===== src/rtl/avl_ctrl_regs_slave.sv =====
// Avalon-MM control/status register slave for the NN core.
// Holds the start/ack/done handshake FSM, the image and result base
// addresses, sticky DONE/ERR flags and a level interrupt.
// Optional build macro: CTRL_REGS_FRAME_CNT_EN adds a 32-bit frame counter at word 0x4.
module avl_ctrl_regs_slave #(
  parameter int unsigned ADDR_W      = 20,
  parameter logic [31:0] ID_VALUE    = 32'hDE57_0001,
  parameter int unsigned ACK_TIMEOUT = 1024
) (
  input  logic              clk,
  input  logic              reset,
  input  logic [ADDR_W-1:0] avs_address,
  input  logic              avs_read,
  input  logic              avs_write,
  input  logic [31:0]       avs_writedata,
  input  logic [3:0]        avs_byteenable,
  output logic [31:0]       avs_readdata,
  output logic              avs_readdatavalid,
  output logic              avs_waitrequest,
  output logic              core_start,
  input  logic              core_ack,
  input  logic              core_done,
  output logic [31:0]       img_base,
  output logic [31:0]       res_base,
  output logic              soft_rst,
  output logic              irq
);

  localparam int unsigned CNT_W = $clog2(ACK_TIMEOUT) + 1;
  localparam logic [CNT_W-1:0] CNT_LAST = CNT_W'(ACK_TIMEOUT - 1);

  typedef enum logic [1:0] {StIdle, StArmed, StRun} state_e;

  state_e           state_q, state_d;
  logic [CNT_W-1:0] cnt_q, cnt_d;
  logic             wait_q, rdv_q, irq_q, irq_en_q, done_q, err_q;
  logic             core_start_q, soft_rst_q;
  logic [31:0]      rdata_q, img_base_q, res_base_q, frame_cnt, rd_mux;
  logic             done_d, err_d, start_issue, done_set, err_set, frame_inc;

  function automatic logic [31:0] be_merge(input logic [31:0] cur, input logic [31:0] wd,
                                           input logic [3:0] be);
    logic [31:0] res;
    for (int b = 0; b < 4; b++) res[8*b +: 8] = be[b] ? wd[8*b +: 8] : cur[8*b +: 8];
    return res;
  endfunction

  // Bus decode; the stall covers reset and the first cycle after it.
  logic [3:0] addr;
  logic       accept, wr_en, rd_en, ctrl_wr, status_wr, start_wr, srst_wr;
  assign addr            = avs_address[3:0];
  assign avs_waitrequest = reset | wait_q;
  assign accept          = ~avs_waitrequest;
  assign wr_en           = accept & avs_write;
  assign rd_en           = accept & avs_read & ~avs_write;  // write wins, read dropped
  assign ctrl_wr         = wr_en & (addr == 4'h0) & avs_byteenable[0];
  assign status_wr       = wr_en & (addr == 4'h1) & avs_byteenable[0];
  assign start_wr        = ctrl_wr & avs_writedata[0];
  assign srst_wr         = ctrl_wr & avs_writedata[2];

  // Handshake FSM next state, timeout counter and event strobes.
  always_comb begin
    state_d     = state_q;
    cnt_d       = cnt_q;
    start_issue = 1'b0;
    err_set     = 1'b0;
    done_set    = 1'b0;
    frame_inc   = 1'b0;
    if (srst_wr) begin
      state_d = StIdle;
      cnt_d   = '0;
    end else begin
      case (state_q)
        StIdle: begin
          if (start_wr) begin
            start_issue = 1'b1;
            state_d     = StArmed;
            cnt_d       = '0;
          end
        end
        StArmed: begin
          if (start_wr) err_set = 1'b1;
          if (core_ack) begin
            state_d = StRun;
          end else if (cnt_q == CNT_LAST) begin
            state_d = StIdle;
            err_set = 1'b1;
          end else begin
            cnt_d = cnt_q + CNT_W'(1);
          end
        end
        StRun: begin
          if (start_wr) err_set = 1'b1;
          if (core_done) begin
            done_set  = 1'b1;
            frame_inc = 1'b1;
            state_d   = StIdle;
          end
        end
        default: state_d = StIdle;
      endcase
    end
  end

  // Sticky flags: a set in the same cycle as a W1C wins.
  always_comb begin
    done_d = done_set | (done_q & ~(status_wr & avs_writedata[1]));
    err_d  = err_set  | (err_q  & ~(status_wr & avs_writedata[2]));
  end

  // Read data mux over the decoded register map.
  always_comb begin
    rd_mux = '0;
    case (addr)
      4'h0:    rd_mux = {30'b0, irq_en_q, 1'b0};
      4'h1:    rd_mux = {29'b0, err_q, done_q, (state_q != StIdle)};
      4'h2:    rd_mux = img_base_q;
      4'h3:    rd_mux = res_base_q;
      4'h4:    rd_mux = frame_cnt;
      4'h5:    rd_mux = ID_VALUE;
      default: rd_mux = '0;
    endcase
  end

  // Bus response, control registers and FSM state.
  always_ff @(posedge clk) begin
    if (reset) begin
      wait_q       <= 1'b1;
      rdv_q        <= 1'b0;
      rdata_q      <= '0;
      state_q      <= StIdle;
      cnt_q        <= '0;
      core_start_q <= 1'b0;
      soft_rst_q   <= 1'b0;
      done_q       <= 1'b0;
      err_q        <= 1'b0;
      irq_q        <= 1'b0;
      irq_en_q     <= 1'b0;
      img_base_q   <= '0;
      res_base_q   <= '0;
    end else begin
      wait_q       <= 1'b0;
      rdv_q        <= rd_en;
      rdata_q      <= rd_en ? rd_mux : '0;
      state_q      <= state_d;
      cnt_q        <= cnt_d;
      core_start_q <= start_issue;
      soft_rst_q   <= srst_wr;
      done_q       <= done_d;
      err_q        <= err_d;
      irq_q        <= done_q & irq_en_q;
      if (ctrl_wr) irq_en_q <= avs_writedata[1];
      if (wr_en && addr == 4'h2) img_base_q <= be_merge(img_base_q, avs_writedata, avs_byteenable);
      if (wr_en && addr == 4'h3) res_base_q <= be_merge(res_base_q, avs_writedata, avs_byteenable);
    end
  end

`ifdef CTRL_REGS_FRAME_CNT_EN
  logic [31:0] frame_cnt_q;
  // Completed-frame counter; wraps naturally, cleared by soft reset.
  always_ff @(posedge clk) begin
    if (reset || srst_wr) frame_cnt_q <= '0;
    else if (frame_inc)   frame_cnt_q <= frame_cnt_q + 32'd1;
  end
  assign frame_cnt = frame_cnt_q;
  logic unused_bits;
  assign unused_bits = ^avs_address[ADDR_W-1:4];
`else
  assign frame_cnt = '0;
  logic unused_bits;
  assign unused_bits = ^{avs_address[ADDR_W-1:4], frame_inc};
`endif

  assign avs_readdata      = rdata_q;
  assign avs_readdatavalid = rdv_q;
  assign core_start        = core_start_q;
  assign soft_rst          = soft_rst_q;
  assign irq               = irq_q;
  assign img_base          = img_base_q;
  assign res_base          = res_base_q;

endmodule


===== config.mk =====
export PLATFORM = sky130hd
export DESIGN_NAME = avl_ctrl_regs_slave
export DESIGN_NICKNAME = d
export VERILOG_FILES = /design/src/rtl/avl_ctrl_regs_slave.sv
export SDC_FILE = /design/constraint.sdc
export NUM_CORES = 1
export LEC_CHECK = 0
export CORE_AREA = 2 2 93 117
export DETAILED_ROUTE_END_ITERATION = 8
export DIE_AREA = 0 0 95 119
export GPL_TIMING_DRIVEN = 0
export PLACE_DENSITY = 0.84
export RECOVER_POWER = 100
export SLEW_MARGIN = 0
export SYNTH_ARGS = -nofsm -noshare
export SYNTH_HDL_FRONTEND = slang
export SYNTH_SLANG_ARGS = --single-unit

===== constraint.sdc =====
create_clock -name clk -period 3.05 [get_ports clk]
set_clock_uncertainty 0.05 [all_clocks]
set_input_delay 0.61 -clock clk [delete_from_list [all_inputs] [get_ports clk]]
set_output_delay 0.61 -clock clk [all_outputs]
set_load 0.01 [all_outputs]

==> flow_summary.yaml, run 1 <==
critical_path:
  rr_startpoint: "state_q[0]"
  path_class: "input pin to primary output"
  endpoint_kind: "primary output"
  startpoint: "reset"
  start_kind: "input pin"
  worstPathMaxFanout: 10
  cp.arrival_ns: 2.19
  crit_end: "avs_waitrequest"
  reg2regPathDepth: 9
  rrSetupSlack_ns: 0.69
  r2r-end: "cnt_q[0]"
  crit_required_ns: 2.39
power_and_ir_drop:
  swShare_pct: 20.49
  worst_ir_drop_vdd_mv: 0.4528
  p_int_mw: 3.126
  powerDensity_nw_per_um2: 584.9
  p_sw_mw: 0.8054
  power_frac_seq_pct: 39.2
  power.share.clock_pct: 55.8
  total_leakage_power_nw: 2.509
  p_total_mw: 3.932
  combinationalPowerShare_pct: 5.0
clock_network:
  cts.sinks: 117
  root_buffer: "clkbuf_16"
  post-cts-setup-buffers: 0
  clock_latency_ns: 0.42
  htreeDepth: 4
  clk_pin_slew_worst_paths_ns: 0.05
  clockBufferDepth: 2
  cts_tree: "done"
  cts_made_buffers: 17
grt:
  track_usage_pct: 26.72
  grt-ovfl-total: 0
  grt_pass1_wl_microns: 23320
  antenna_found_initial: 0
  grt_pass1_vias: 4658
  grt_max_degree: 17
routing:
  drt-pass1-iter-count: 5
  vias: 4780
  finalWirelength_microns: 15060
  routed_via_density: 5.718
  wire_per_inst_microns: 18.02
  drt_iter0_drc: 384
  antenna_left: 0
  drc: 0
layout:
  drive_above_1_share_pct: 5.256
  final_nets: 757
  fin_area_sq_um: 6723
  fillCellCount: 812
  diodes: 0
  area_growth_pct: 50.42
hold_path:
  hold_depth: 2
  holdCritStartpoint: "cnt_q[10]"
  hold_path_class: "flop to flop"
logic_synthesis:
  synth_ff_type: "dfxtp_1"
  seq_area_frac_synth_pct: 52.41
  synth_cells: 529
  postSynthAreaPerCell_sq_um: 8.449
  synthXorXnorAreaFrac_pct: 0.1960
  synth_cell_type_count: 42
  synth-compound-area-share_pct: 18.20
  synth_top_family_by_area: "simple AND/OR/NAND/NOR gates"
  syn-cell-area_sq_um: 4469
  synth-edff-count: 0
  ys_ff_latch: 117
  synthAdderAreaFrac_pct: 1.120
  yosys_warnings: 0
  synth-simple-area-share_pct: 23.91
  async_flop_share_pct: 0
  syn_nets: 595
  muxShareOfSynthArea_pct: 0.2240
die:
  core-area_sq_um: 10350
  num_io_pins: 163
  die_y_microns: 119
  die_w_microns: 95
  num_rows: 42
  start_util_pct: 43.17
  die_area_sq_um: 11310
timing:
  drv_slew: 0
  tightest_slew_ns: 0.7445
  period_share_pct: 93.33
  period_minus_slack_ns: 2.846
  finalSetupViolCount: 0
  final_hold_viol_count: 0
  rsz0062_at_grt: "false"
  fin_hold_ws_ns: 0.3985
  timing.fmax_mhz: 351.3
  tns_ns: 0
  slew_headroom_pct: 50.24
placement:
  port_buffers: 143
  dpl.hpwl_microns: 10440
  placed_area_sq_um: 6066
  gp_congestion: 0.9127
outcome:
  status: "finished clean"
job:
  cap_violations: 0
-- layout make-up --
cell class                 instances  area [sq um]  share of cell area (%)
sequential                       117          2342                   34.84
multi-input combinational        366          1957                   29.11
timing repair buffer             143          1431                   21.29
clock buffer                      23         478.0                   7.110
clock inverter                     9         172.7                   2.568
tap                              132         165.2                   2.457
buffer                            39         150.1                   2.233
inverter                           7         26.28                  0.3908
-- registers in the layout, indices dropped and copies added (netlist names), 2 cells and up --
signal,count
res_base,32
img_base,32
state_q,2
cnt_q,11
avs_readdata,32
-- worst min-delay path by stage --
stage                           end
after detailed placement  cnt_q[10]
after global routing      cnt_q[10]
after global placement    cnt_q[10]
after CTS                 cnt_q[10]
after floorplan           cnt_q[10]
final                     cnt_q[10]
-- cells by family after synthesis --
group / count (synthesis)
DFF: 117
muxes: 1
and+or+nand+nor: 223
buffers and inverters: 46
xor gates and xnor gates: 1
AOI/OAI and AO/OA: 137
adders and majority gates: 4
-- synthesized netlist by cell type (3+ instances only) --
library cell | number | area, sq um
a21oi_1 | 87 | 435.4
a22oi_1 | 29 | 217.7
and2_1 | 5 | 31.28
buf_1 | 4 | 15.01
buf_2 | 3 | 15.01
clkbuf_1 | 32 | 120.1
dfxtp_1 | 117 | 2342
ha_1 | 4 | 50.05
inv_1 | 7 | 26.28
nand2_1 | 87 | 326.6
nand3_1 | 70 | 350.3
nand3b_1 | 3 | 22.52
nand4_1 | 3 | 18.77
nor2_1 | 26 | 97.59
nor2b_1 | 3 | 18.77
nor3_1 | 5 | 25.02
o21ai_0 | 5 | 25.02
o31ai_1 | 5 | 37.54
or3_1 | 3 | 18.77
or4_1 | 6 | 45.04
-- per-layer routing --
metal  vias to the layer above  global-route usage, %  share of wire (%)
met5                         -                      0                  0
li1                       2211                      -                  -
met1                      2247                  30.75                 37
met4                         0                  10.87                2.1
met2                       288                  46.54                 52
met3                        34                  6.641                8.9
-- layout by cell type, fill, tap and decap left out, types with 4 or more instances in the layout --
master / synthesis / routed
a21oi_1: 87 / 87
a22oi_1: 29 / 29
buf_1: 4 / 4
bufinv_16: 0 / 5
clkbuf_1: 32 / 35
clkbuf_16: 0 / 17
clkdlybuf4s50_1: 0 / 41
dfxtp_1: 117 / 117
dlygate4sd3_1: 0 / 102
ha_1: 4 / 4
inv_1: 7 / 7
nand2_1: 87 / 87
nand3_1: 70 / 70
nor2_1: 26 / 26
nor3_1: 5 / 5
o21ai_0: 5 / 5
o31ai_1: 5 / 5
or4_1: 6 / 6
-- through the flow --
step           utilization (%)  std cells  setup slack (ns)
2_1_floorplan                -        529            0.7634
3_3_place_gp             58.59        804           -0.3617
3_5_place_dp             58.59        804           -0.5435
4_1_cts                  64.94        836            0.1920
5_1_grt                  64.94        836           0.06762
6_report                 64.94        836            0.2036
-- worst max-delay path, cell delays in order --
cell	delay, ns
clkdlybuf4s50_1	0.51
clkbuf_1	0.38
nor2_1	0.07
inv_1	0.08
clkdlybuf4s50_1	0.53
-- power by group through the flow --
stage	registers (mW)	clock network [mW]	logic [mW]
after floorplan	1.57	0	0.0805
after global placement	1.57	0	0.184
after detailed placement	1.57	0	0.189
after CTS	1.54	2.20	0.193
after global routing	1.54	2.26	0.208
final	1.54	2.19	0.196
-- what timing repair did --
item / 4_1_cts / 5_1_grt
endpoints found under the setup margin: 10 / 3
resized for setup: 1 / 4
hold buffers: 0 / 0
Power figures use the tool's default switching activity.
==> run 2, diff against run 1 <==
--- a/config.mk
+++ b/config.mk
@@ -6,11 +6,13 @@
 export NUM_CORES = 1
 export LEC_CHECK = 0
 export CORE_AREA = 2 2 93 117
+export CTS_CLUSTER_SIZE = 24
 export DETAILED_ROUTE_END_ITERATION = 8
 export DIE_AREA = 0 0 95 119
 export GPL_TIMING_DRIVEN = 0
 export PLACE_DENSITY = 0.84
 export RECOVER_POWER = 100
+export SKIP_LAST_GASP = 1
 export SLEW_MARGIN = 0
 export SYNTH_ARGS = -nofsm -noshare
 export SYNTH_HDL_FRONTEND = slang
==> results of run 2 <==
Final layout, timing and power as in run 1 (identical DEF).
==> run 3, diff against run 2 <==
--- a/config.mk
+++ b/config.mk
@@ -5,6 +5,7 @@
 export SDC_FILE = /design/constraint.sdc
 export NUM_CORES = 1
 export LEC_CHECK = 0
+export ABC_CLOCK_PERIOD_IN_PS = 3050
 export CORE_AREA = 2 2 93 117
 export CTS_CLUSTER_SIZE = 24
 export DETAILED_ROUTE_END_ITERATION = 8
==> results of run 3 <==
Final layout, timing and power as in run 1 (identical DEF).
